## src/rtl/exc_flush_ctrl_pkg.sv

```systemverilog
// Shared types and field positions for the exception/return flush controller.
// Used by WB, the CSR file and the controller so all agree on encodings.
package exc_flush_ctrl_pkg;

  typedef enum logic {
    EXC_IDLE  = 1'b0,
    EXC_REDIR = 1'b1
  } exc_state_e;

  localparam logic [5:0] ECODE_INT = 6'h00;

  localparam int TCFG_EN         = 0;
  localparam int TCFG_PERIODIC   = 1;
  localparam int TCFG_INITVAL_LO = 2;
  localparam int TCFG_INITVAL_HI = 31;

  // InitVal counts in units of four cycles, hence the two zero LSBs.
  function automatic logic [31:0] tcfg_load(input logic [31:0] wdata);
    return {wdata[TCFG_INITVAL_HI:TCFG_INITVAL_LO], 2'b00};
  endfunction

endpackage

```

## src/rtl/exc_flush_ctrl_if.sv

```systemverilog
// Bundles the WB event, CSR and IF redirect signals seen by exc_flush_ctrl.
// master = pipeline/CSR side driving events, slave = the controller.
interface exc_flush_ctrl_if #(
  parameter int PC_W = 32
);
  logic            wb_valid;
  logic            wb_ex;
  logic [PC_W-1:0] wb_pc;
  logic [5:0]      wb_ecode;
  logic [8:0]      wb_esubcode;
  logic            ertn_flush;
  logic [PC_W-1:0] csr_eentry;
  logic [PC_W-1:0] csr_era;
  logic            csr_ie;
  logic            csr_tcfg_we;
  logic [31:0]     csr_tcfg_wdata;
  logic            csr_ticlr;
  logic            redirect_ready;
  logic            flush;
  logic            redirect_valid;
  logic [PC_W-1:0] redirect_pc;
  logic            ex_commit;
  logic [PC_W-1:0] ex_era;
  logic [5:0]      ex_ecode;
  logic [8:0]      ex_esubcode;
  logic            timer_int;
  logic            int_pending;

  modport master (
    output wb_valid, wb_ex, wb_pc, wb_ecode, wb_esubcode, ertn_flush,
           csr_eentry, csr_era, csr_ie, csr_tcfg_we, csr_tcfg_wdata,
           csr_ticlr, redirect_ready,
    input  flush, redirect_valid, redirect_pc, ex_commit, ex_era,
           ex_ecode, ex_esubcode, timer_int, int_pending
  );

  modport slave (
    input  wb_valid, wb_ex, wb_pc, wb_ecode, wb_esubcode, ertn_flush,
           csr_eentry, csr_era, csr_ie, csr_tcfg_we, csr_tcfg_wdata,
           csr_ticlr, redirect_ready,
    output flush, redirect_valid, redirect_pc, ex_commit, ex_era,
           ex_ecode, ex_esubcode, timer_int, int_pending
  );

endinterface

```

## src/rtl/exc_flush_ctrl_const_timer.sv

```systemverilog
// Constant timer: countdown loaded from TCFG, raises the TI flag on expiry.
// Only instantiated when EXC_FLUSH_CTRL_TIMER_EN is defined.
module exc_flush_ctrl_const_timer
  import exc_flush_ctrl_pkg::*;
#(
  parameter int TIMER_W = 32
) (
  input  logic        clk,
  input  logic        reset,
  input  logic        tcfg_we_i,
  input  logic [31:0] tcfg_wdata_i,
  input  logic        ticlr_i,
  output logic        timer_int_o
);

  logic [TIMER_W-1:0] cnt_q, cnt_d;
  logic [TIMER_W-1:0] reload_q, reload_d;
  logic               en_q, en_d;
  logic               per_q, per_d;
  logic               ti_q, ti_d;
  logic               expire;

  // A TCFG write overrides the countdown, but an expiry in the same cycle still sets TI.
  always_comb begin
    expire   = en_q && (cnt_q == TIMER_W'(1));
    cnt_d    = cnt_q;
    reload_d = reload_q;
    en_d     = en_q;
    per_d    = per_q;
    if (expire) begin
      if (per_q) begin
        cnt_d = reload_q;
      end else begin
        cnt_d = '0;
        en_d  = 1'b0;
      end
    end else if (en_q && (cnt_q != '0)) begin
      cnt_d = cnt_q - TIMER_W'(1);
    end
    if (tcfg_we_i) begin
      cnt_d    = TIMER_W'(tcfg_load(tcfg_wdata_i));
      reload_d = TIMER_W'(tcfg_load(tcfg_wdata_i));
      en_d     = tcfg_wdata_i[TCFG_EN];
      per_d    = tcfg_wdata_i[TCFG_PERIODIC];
    end
    ti_d = ti_q;
    if (ticlr_i) ti_d = 1'b0;
    if (expire)  ti_d = 1'b1;
  end

  always_ff @(posedge clk) begin
    if (reset) begin
      cnt_q    <= '0;
      reload_q <= '0;
      en_q     <= 1'b0;
      per_q    <= 1'b0;
      ti_q     <= 1'b0;
    end else begin
      cnt_q    <= cnt_d;
      reload_q <= reload_d;
      en_q     <= en_d;
      per_q    <= per_d;
      ti_q     <= ti_d;
    end
  end

  assign timer_int_o = ti_q;

endmodule

```

## src/rtl/exc_flush_ctrl.sv

```systemverilog
// Exception/ertn flush sequencer: flush + CSR commit, then a held IF redirect.
// Timer interrupt support is built only with EXC_FLUSH_CTRL_TIMER_EN defined.
module exc_flush_ctrl
  import exc_flush_ctrl_pkg::*;
#(
  parameter int TIMER_W = 32,
  parameter int PC_W    = 32
) (
  input  logic                 clk,
  input  logic                 reset,
  exc_flush_ctrl_if.slave      bus
);

  exc_state_e      state_q, state_d;
  logic [PC_W-1:0] redir_pc_q, redir_pc_d;
  logic            ev_ex, ev_ret;
  logic            flush, ex_commit;

  assign ev_ex  = bus.wb_valid & bus.wb_ex;
  assign ev_ret = bus.wb_valid & bus.ertn_flush & ~bus.wb_ex;

  // WB events are only accepted in IDLE; in REDIR flush keeps stale stages dead.
  always_comb begin
    state_d    = state_q;
    redir_pc_d = redir_pc_q;
    flush      = 1'b0;
    ex_commit  = 1'b0;
    case (state_q)
      EXC_IDLE: begin
        if (ev_ex) begin
          flush      = 1'b1;
          ex_commit  = 1'b1;
          redir_pc_d = bus.csr_eentry;
          state_d    = EXC_REDIR;
        end else if (ev_ret) begin
          flush      = 1'b1;
          redir_pc_d = bus.csr_era;
          state_d    = EXC_REDIR;
        end
      end
      EXC_REDIR: begin
        flush = 1'b1;
        if (bus.redirect_ready) state_d = EXC_IDLE;
      end
      default: state_d = EXC_IDLE;
    endcase
  end

  always_ff @(posedge clk) begin
    if (reset) begin
      state_q    <= EXC_IDLE;
      redir_pc_q <= '0;
    end else begin
      state_q    <= state_d;
      redir_pc_q <= redir_pc_d;
    end
  end

  assign bus.flush          = flush;
  assign bus.ex_commit      = ex_commit;
  assign bus.redirect_valid = (state_q == EXC_REDIR);
  assign bus.redirect_pc    = redir_pc_q;
  assign bus.ex_era         = ex_commit ? bus.wb_pc       : '0;
  assign bus.ex_ecode       = ex_commit ? bus.wb_ecode    : '0;
  assign bus.ex_esubcode    = ex_commit ? bus.wb_esubcode : '0;

`ifdef EXC_FLUSH_CTRL_TIMER_EN
  logic timer_int;

  exc_flush_ctrl_const_timer #(
    .TIMER_W (TIMER_W)
  ) u_const_timer (
    .clk          (clk),
    .reset        (reset),
    .tcfg_we_i    (bus.csr_tcfg_we),
    .tcfg_wdata_i (bus.csr_tcfg_wdata),
    .ticlr_i      (bus.csr_ticlr),
    .timer_int_o  (timer_int)
  );

  assign bus.timer_int   = timer_int;
  assign bus.int_pending = timer_int & bus.csr_ie & (state_q == EXC_IDLE);
`else
  logic unused_timer;
  assign unused_timer    = ^{bus.csr_tcfg_we, bus.csr_tcfg_wdata, bus.csr_ticlr, bus.csr_ie};
  assign bus.timer_int   = 1'b0;
  assign bus.int_pending = 1'b0;
`endif

endmodule

```

## src/flat_wrapper.sv

```systemverilog
// flat-port wrapper written by rule: the top's interface ports become plain ports
module exc_flush_ctrl_flat import exc_flush_ctrl_pkg::*;
#(
  parameter int TIMER_W = 32,
  parameter int PC_W    = 32
)
  (clk, reset, bus_wb_valid, bus_wb_ex, bus_wb_pc, bus_wb_ecode, bus_wb_esubcode, bus_ertn_flush, bus_csr_eentry, bus_csr_era, bus_csr_ie, bus_csr_tcfg_we, bus_csr_tcfg_wdata, bus_csr_ticlr, bus_redirect_ready, bus_flush, bus_redirect_valid, bus_redirect_pc, bus_ex_commit, bus_ex_era, bus_ex_ecode, bus_ex_esubcode, bus_timer_int, bus_int_pending);
  exc_flush_ctrl_if #(.PC_W(PC_W)) bus_i ();
  input  logic clk;
  input  logic reset;
  input wire logic [$bits(bus_i.wb_valid)-1:0] bus_wb_valid;
  input wire logic [$bits(bus_i.wb_ex)-1:0] bus_wb_ex;
  input wire logic [$bits(bus_i.wb_pc)-1:0] bus_wb_pc;
  input wire logic [$bits(bus_i.wb_ecode)-1:0] bus_wb_ecode;
  input wire logic [$bits(bus_i.wb_esubcode)-1:0] bus_wb_esubcode;
  input wire logic [$bits(bus_i.ertn_flush)-1:0] bus_ertn_flush;
  input wire logic [$bits(bus_i.csr_eentry)-1:0] bus_csr_eentry;
  input wire logic [$bits(bus_i.csr_era)-1:0] bus_csr_era;
  input wire logic [$bits(bus_i.csr_ie)-1:0] bus_csr_ie;
  input wire logic [$bits(bus_i.csr_tcfg_we)-1:0] bus_csr_tcfg_we;
  input wire logic [$bits(bus_i.csr_tcfg_wdata)-1:0] bus_csr_tcfg_wdata;
  input wire logic [$bits(bus_i.csr_ticlr)-1:0] bus_csr_ticlr;
  input wire logic [$bits(bus_i.redirect_ready)-1:0] bus_redirect_ready;
  output wire logic [$bits(bus_i.flush)-1:0] bus_flush;
  output wire logic [$bits(bus_i.redirect_valid)-1:0] bus_redirect_valid;
  output wire logic [$bits(bus_i.redirect_pc)-1:0] bus_redirect_pc;
  output wire logic [$bits(bus_i.ex_commit)-1:0] bus_ex_commit;
  output wire logic [$bits(bus_i.ex_era)-1:0] bus_ex_era;
  output wire logic [$bits(bus_i.ex_ecode)-1:0] bus_ex_ecode;
  output wire logic [$bits(bus_i.ex_esubcode)-1:0] bus_ex_esubcode;
  output wire logic [$bits(bus_i.timer_int)-1:0] bus_timer_int;
  output wire logic [$bits(bus_i.int_pending)-1:0] bus_int_pending;
  assign bus_i.wb_valid = bus_wb_valid;
  assign bus_i.wb_ex = bus_wb_ex;
  assign bus_i.wb_pc = bus_wb_pc;
  assign bus_i.wb_ecode = bus_wb_ecode;
  assign bus_i.wb_esubcode = bus_wb_esubcode;
  assign bus_i.ertn_flush = bus_ertn_flush;
  assign bus_i.csr_eentry = bus_csr_eentry;
  assign bus_i.csr_era = bus_csr_era;
  assign bus_i.csr_ie = bus_csr_ie;
  assign bus_i.csr_tcfg_we = bus_csr_tcfg_we;
  assign bus_i.csr_tcfg_wdata = bus_csr_tcfg_wdata;
  assign bus_i.csr_ticlr = bus_csr_ticlr;
  assign bus_i.redirect_ready = bus_redirect_ready;
  assign bus_flush = bus_i.flush;
  assign bus_redirect_valid = bus_i.redirect_valid;
  assign bus_redirect_pc = bus_i.redirect_pc;
  assign bus_ex_commit = bus_i.ex_commit;
  assign bus_ex_era = bus_i.ex_era;
  assign bus_ex_ecode = bus_i.ex_ecode;
  assign bus_ex_esubcode = bus_i.ex_esubcode;
  assign bus_timer_int = bus_i.timer_int;
  assign bus_int_pending = bus_i.int_pending;
  exc_flush_ctrl #(.TIMER_W(TIMER_W), .PC_W(PC_W)) u_core (.clk(clk), .reset(reset), .bus(bus_i));
endmodule
```

## config.mk

```make
export PLATFORM = sky130hd
export DESIGN_NAME = exc_flush_ctrl_flat
export DESIGN_NICKNAME = d
export VERILOG_FILES = /design/src/rtl/exc_flush_ctrl_pkg.sv /design/src/rtl/exc_flush_ctrl_if.sv /design/src/rtl/exc_flush_ctrl_const_timer.sv /design/src/rtl/exc_flush_ctrl.sv /design/src/flat_wrapper.sv
export SDC_FILE = /design/constraint.sdc
export NUM_CORES = 1
export LEC_CHECK = 0
export ABC_AREA = 0
export CAP_MARGIN = 5
export CORE_AREA = 2 2 92 94
export DETAILED_ROUTE_END_ITERATION = 8
export DIE_AREA = 0 0 94 96
export DONT_BUFFER_PORTS = 1
export PLACE_DENSITY = 0.45
export SLEW_MARGIN = 0
export SYNTH_ARGS = -nofsm -noshare
export SYNTH_HDL_FRONTEND = slang
export SYNTH_SLANG_ARGS = --single-unit
```

## constraint.sdc

```tcl
create_clock -name clk -period 1.25 [get_ports clk]
set_input_delay 0.1875 -clock clk [delete_from_list [all_inputs] [get_ports clk]]
set_output_delay 0.1875 -clock clk [all_outputs]
set_load 0.02 [all_outputs]
```

-- After elaboration in Yosys (flattened, before gate mapping)
Index checks and enable logic that the tools add are counted.
- memory bits (read-only): 0
- latch bits: 0
- register bits after elaboration: 33
- input port bits: 152
- memories kept: 0
- memory bits (writable): 0
- output and inout port bits: 84
- div/mod/pow operators: 0
- add/subtract/negate cells: 0
- magnitude comparators: 0
- bitwise gates (word level): 5
- multiply operators: 0
- shifts and indexed selects: 0
- mux-type cells: 12
- reduce and logical (&&, ||, !) cells: 2
- equal/unequal tests: 0
- operator list (cell ; number):
    32-bit 2-to-1 mux ; 3
    9-bit 2-to-1 mux ; 1
    6-bit 2-to-1 mux ; 1
    1-bit 2-to-1 mux ; 5
    1-bit case mux with 2 select lines ; 2
    1-bit AND ; 3
    1-bit inverter ; 2
    2-bit AND reduction ; 1
    2-bit nonzero test ; 1

-- Depth between registers and ports, before layout
Gate-level depths: netlist (run 1).
- depth after elaboration: 5
- mapped depth: 7
- mapped depth without buffers: 3

-- Worst setup path after synthesis (run 1)
Ideal clock, no wire load.
- path type: register to output
- start point: register u_core.state_q (netlist: u_core.bus.redirect_valid)
- end point: output port bus_ex_ecode[5]
- arrival time: 1.164 ns
- cell stages (with the launch flop): 5
- path buffers: 2
- path slack: -0.101 ns
- path through: dfxtp_1 -> nor2b_1 -> buf_2 -> clkbuf_1 -> and3_1
- cells in the longest elaborated chain, start to end: 2
- RTL lines (element ; line ; RTL):
    start, declared ; exc_flush_ctrl.sv:14 ; exc_state_e state_q, state_d;
    start signal, assigned ; exc_flush_ctrl.sv:54 ; state_q <= state_d;
    1-bit 2-to-1 mux ; exc_flush_ctrl.sv:28 ; case (state_q)
    6-bit 2-to-1 mux ; exc_flush_ctrl.sv:64 ; assign bus.ex_ecode = ex_commit ? bus.wb_ecode : '0;
    end, declared ; flat_wrapper.sv:29 ; output wire logic [$bits(bus_i.ex_ecode)-1:0] bus_ex_ecode;
No other way between the ends.

-- Worst setup path in the final report (run 1)
- start point: register u_core.state_q (netlist: u_core.bus.redirect_valid)
- end point: output port bus_ex_era[9]
- cells in the longest elaborated chain, start to end: 2
- RTL lines (element ; line ; RTL):
    1-bit 2-to-1 mux ; exc_flush_ctrl.sv:28 ;
    32-bit 2-to-1 mux ; exc_flush_ctrl.sv:63 ; assign bus.ex_era = ex_commit ? bus.wb_pc : '0;
    end, declared ; flat_wrapper.sv:28 ; output wire logic [$bits(bus_i.ex_era)-1:0] bus_ex_era;
No other way between the ends.

==> results_dict.tcl, run 1 <==
set metrics [dict create \
    drtAntennaViolNets 0 \
    viasPerCell 5.43 \
    wl_um 7430 \
    max_cap_viol_count 0 \
    nets 365 \
    holdWs_ns -0.0469 \
    cts_max_path_buffers 2 \
    clock-sinks 33 \
    multi_input_area_um2 1460 \
    fmax_mhz 676 \
    fin_ws_ns -0.229 \
    cp-start-kind "flop" \
    worstPathArrival_ns 1.29 \
    p_per_area_nw_per_um2 1090 \
    end_kind "output pin" \
    synthAdderAreaFrac_pct 0 \
    seqCellArea_um2 662 \
    drt-wirelength-per-cell_um 23.1 \
    dpl-instance-area_um2 2180 \
    fp-row-count 33 \
    cp.required_ns 1.06 \
    cts_max_level 2 \
    violations "hold timing, setup timing" \
    p_leak_nw 1.01 \
    die_w_um 94 \
    hold_class "primary input to flop" \
    drv_slew 0 \
    syn_area_um2 2050 \
    min_period_ns 1.48 \
    yosysSeqAreaShare_pct 32.3 \
    finalHoldViolCount 32 \
    cts_root_buf "clkbuf_8" \
    power_mw 2.96 \
    design_area_um2 2710 \
    drc_errors 0 \
    synth_compound_area_share_pct 27.5 \
    rsz0062_at_grt "yes" \
    port_buffers 0 \
    synth_seq_cells 33 \
    critPathKind "flop to output pin" \
    status "finished, violations left" \
    gp_congestion 0.675 \
    yosys.area_share.simple_pct 16.0 \
    layout-drive-gt1-share_pct 50.5 \
    most-common-layout-cells "and3_4, a21oi_1, mux2i_1, dfxtp_1, a211oi_2" \
    antenna_found_initial 5 \
    clock_latency_ns 0.29 \
    drt-initial-drc-count 46 \
    die-area_um2 9020 \
    grt_usage_pct 14.8 \
    die_h_um 96 \
    cts-buffers-inserted 5 \
    syn_to_final_growth_pct 32.3 \
    ioPinCount 236 \
    setup_viol 80 \
    netlist_instances 216 \
    first_global_vias 1517 \
    grt_max_degree 82 \
    ir_worst_vdd_uv 377 \
    first_pass_iters 4 \
    grt_pass1_wl_um 9690 \
    synth_cell_types 17 \
    overflow 0 \
    cp_max_fo 9 \
    core_area_um2 8050 \
    clk_pin_slew_ns 0.08 \
    synth_top_family_by_area "compound AO/OA/AOI/OAI gates" \
    finalCritPeriodShare_pct 118 \
    fillers 843 \
    cts_tree "done" \
    fin_skew_ns 0.00880 \
    syn_area_per_cell_um2 9.48 \
    start_util_pct 25.4 \
    dp_hpwl_um 4820 \
    mostFrequentLayoutCell "and3_4" \
    num_vias 1750 \
    ys_warn_count 0 \
    synthMuxAreaShare_pct 15.6 \
    synth_xor_area_share_pct 0 \
]
==> Yosys cell counts <==
library cell / instances / area share, %
mux2i_1: 32 / 16
and2_4: 1 / 0.43
and2_1: 2 / 0.61
nor2b_1: 1 / 0.31
conb_1: 1 / 0.18
buf_4: 2 / 0.73
buf_6: 5 / 2.8
buf_1: 1 / 0.18
and3_1: 47 / 14
a211oi_2: 30 / 18
a211oi_1: 2 / 0.73
a21o_1: 1 / 0.37
clkbuf_1: 19 / 3.5
or2_1: 1 / 0.31
a21oi_1: 33 / 8.1
buf_2: 5 / 1.2
dfxtp_1: 33 / 32
==> where the power goes <==
part,internal [mW],switching [mW]
registers,1.15,0.173
logic,0.417,0.411
clock network,0.395,0.421
==> metrics by stage <==
stage | util [%] | hold WS (ns) | instances | setup WS (ns) | TNS [ns]
after floorplan | - | 0.410 | 217 | -0.00866 | -0.260
after global placement | 27.1 | 0.256 | 299 | 0.0180 | 0
after detailed placement | 27.1 | 0.258 | 299 | 0.0195 | 0
after CTS | 32.9 | -0.0625 | 317 | -0.250 | -15.64
after global routing | 33.6 | -0.0693 | 320 | -0.299 | -22.52
final | 33.6 | -0.0469 | 322 | -0.229 | -16.43
==> logic make-up (layout without fill, tap and decap cells) <==
family / count (synthesis) / in the layout
other: 1 / 5
AOI/OAI and AO/OA: 66 / 66
DFF: 33 / 33
muxes: 32 / 32
buffers and inverters: 32 / 29
and+or+nand+nor: 52 / 52
==> sequential cells by signal, indices dropped and copies added (netlist names) <==
signal	count
u_core.bus.redirect_pc	32
u_core.bus.redirect_valid	1
==> worst paths after layout <==
| path | from | endpoint | slack (ns) | depth (start not counted) |
|---|---|---|---|---|
| hold reg to reg | u_core.bus.redirect_pc[14] | u_core.bus.redirect_pc[14] | 0.56 | 2 |
| setup reg to reg | u_core.bus.redirect_valid | u_core.bus.redirect_pc[31] | -0.20 | 7 |
| hold / removal | reset | u_core.bus.redirect_pc[25] | -0.05 | 1 |
| setup / recovery | u_core.bus.redirect_valid | bus_ex_era[9] | -0.23 | 4 |
==> per-layer routing <==
metal	track usage, %	vias up	wire, um
met5	0	-	16
met2	23.5	119	3440
li1	-	802	-
met3	8.07	11	939
met1	17.5	816	2950
met4	3.62	2	72
==> worst max-delay path, cell delays in order, from the launching register on <==
cell	delay, ns
dfxtp_2	0.34
nor2b_4	0.17
buf_12	0.14
clkbuf_16	0.14
and3_4	0.21
==> what timing repair did <==
action | in CTS | in global routing
gates resized for setup | 53 | 2
pin swaps | 32 | 20
gates cloned | 5 | 2
endpoints found under the hold margin | 32 | 32
setup endpoints to repair | 48 | 80
setup buffers | 5 | 0
==> cell type report <==
class | instances | share of cell area (%)
Clock buffer | 7 | 2.82
Antenna cell | 3 | 0.277
Tap cell | 105 | 4.85
Clock inverter | 1 | 0.277
Multi-Input combinational cell | 152 | 54.1
Timing Repair Buffer | 21 | 13.3
Sequential cell | 33 | 24.4
Note: power is estimated with default switching activity, not from simulation.
==> run 2, diff against run 1 <==
- CAP_MARGIN: 5 -> unset
==> results of run 2 <==
Final layout, timing and power as in run 1 (identical DEF).
==> run 3, diff against run 2 <==
- PLACE_DENSITY: 0.45 -> unset
==> results_dict.tcl, run 3 (synthesis gave the netlist of run 1 again) <==
set metrics [dict create \
    fp-row-count 33 \
    fillers 814 \
    finalNonFillerCells 325 \
    first_pass_iters 4 \
    dp_cells 302 \
    cts_max_level 2 \
    die_h_um 96 \
    die-area_um2 9020 \
    cts_tree "done" \
    cts_root_buf "clkbuf_8" \
    fmax_mhz 673 \
    holdWs_ns -0.0428 \
    critPathKind "flop to output pin" \
    intPower_mw 2.19 \
    pwr-share-comb_pct 25.2 \
    dp_slack_ns -0.0670 \
    overflow 0 \
    sequentialPowerShare_pct 41.7 \
    sw_frac_of_total_pct 30.4 \
    p_per_area_nw_per_um2 1160 \
    core_area_um2 8050 \
    largest_reg_flops 32 \
    finalCritPeriodShare_pct 119 \
    fin_skew_ns 0.00774 \
    clock-sinks 33 \
    antenna_found_initial 1 \
    drt-initial-drc-count 22 \
    p_leak_nw 1.02 \
    layout-drive-gt1-share_pct 54.8 \
    drv_slew 0 \
    violations "hold timing, setup timing" \
    max_cap_viol_count 0 \
    cp_max_fo 13 \
    end_kind "output pin" \
    finalHoldViolCount 32 \
    power_switching_mw 0.957 \
    dp_hpwl_um 4170 \
    mostFrequentLayoutCell "and3_4" \
    ioPinCount 236 \
    drtAntennaViolNets 0 \
    status "finished, violations left" \
    grt_usage_pct 11.3 \
    nets 370 \
    most-common-layout-cells "and3_4, mux2i_1, dfxtp_1, a211oi_2, a21oi_1" \
    cts_max_path_buffers 2 \
    grt_pass1_wl_um 7730 \
    cp.required_ns 1.06 \
    viasPerCell 5.28 \
    drc_errors 0 \
    syn_to_final_growth_pct 32.3 \
    first_global_vias 1519 \
    wl_um 6290 \
    start_util_pct 25.4 \
    ir_worst_vdd_uv 613 \
    die_w_um 94 \
    post-route-util_pct 33.6 \
    grt_max_degree 82 \
    setup_viol 51 \
    cp-start-kind "flop" \
    hold_class "primary input to flop" \
    gp_congestion 0.729 \
    cts-buffers-inserted 5 \
    rsz0062_at_grt "yes" \
    fin_ws_ns -0.237 \
    min_period_ns 1.49 \
    num_vias 1717 \
    worstPathArrival_ns 1.30 \
    drt-wirelength-per-cell_um 19.4 \
    clk_pin_slew_ns 0.07 \
    port_buffers 0 \
    power_frac_clock_pct 33.1 \
    clock_latency_ns 0.28 \
]
[run 3: cell count changes in the layout (fill, tap and decap cells not counted), sizes merged]
cell / previous run / this run
clkinvlp: 1 / 0
diode: 3 / 1
and2: 3 / 4
buf: 19 / 23
bufinv: 0 / 1
[run 3: final cells by class]
class,count,area (um^2),share of cell area [%]
Antenna cell,1,2.50,0.0924
Clock buffer,7,86.3,3.19
Sequential cell,33,662,24.4
Timing Repair Buffer,25,303,11.2
Clock inverter,1,30.0,1.11
Tap cell,105,131,4.85
Multi-Input combinational cell,153,1490,55.1
[run 3: layer usage]
layer	share of wire, %	global-route usage [%]	up-vias	routed length [um]
li1	-	-	806	-
met1	39	13.1	791	2440
met2	51	19.4	111	3190
met3	8.8	4.15	9	555
met4	1.7	3.62	0	104
met5	0	0	-	0
[run 3: what timing repair did]
item	in CTS	in global routing
hold endpoints to repair	32	32
setup buffers	1	9
gates resized for setup	6	59
pin swaps	9	20
gates cloned	0	4
setup endpoints to repair	81	81
[run 3: power groups by stage]
stage / Clock (mW) / Combinational, mW / Sequential [mW]
2_1_floorplan: 0 / 0.586 / 1.33
3_3_place_gp: 0 / 0.605 / 1.33
3_5_place_dp: 0 / 0.618 / 1.33
4_1_cts: 1.08 / 0.631 / 1.31
5_1_grt: 1.12 / 0.852 / 1.32
6_report: 1.04 / 0.791 / 1.31
[run 3: stage by stage]
| stage | cell area (um^2) | setup TNS [ns] | power [mW] |
|---|---|---|---|
| 3_3_place_gp | 2180 | -0.670 | 1.94 |
| 2_1_floorplan | 2130 | -0.260 | 1.92 |
| 3_5_place_dp | 2180 | -1.29 | 1.95 |
| 5_1_grt | 2710 | -11.27 | 3.29 |
| 6_report | 2710 | -8.28 | 3.14 |
| 4_1_cts | 2320 | -11.90 | 3.03 |
[run 3: final timing paths]
path / endpoint / cells after the start / slack [ns] / from
worst min-delay path: u_core.bus.redirect_pc[24] / 1 / -0.04 / reset
worst max register to register: u_core.bus.redirect_pc[28] / 7 / -0.05 / u_core.bus.redirect_valid
worst min register to register: u_core.bus.redirect_pc[15] / 2 / 0.54 / u_core.bus.redirect_pc[15]
worst max-delay path: bus_ex_era[7] / 4 / -0.24 / u_core.bus.redirect_valid
[run 3: critical path, stage by stage (launching register included)]
cell and delay, ns:
dfxtp_2 0.33, nor2b_4 0.16, buf_4 0.15, clkbuf_16 0.16, and3_4 0.22
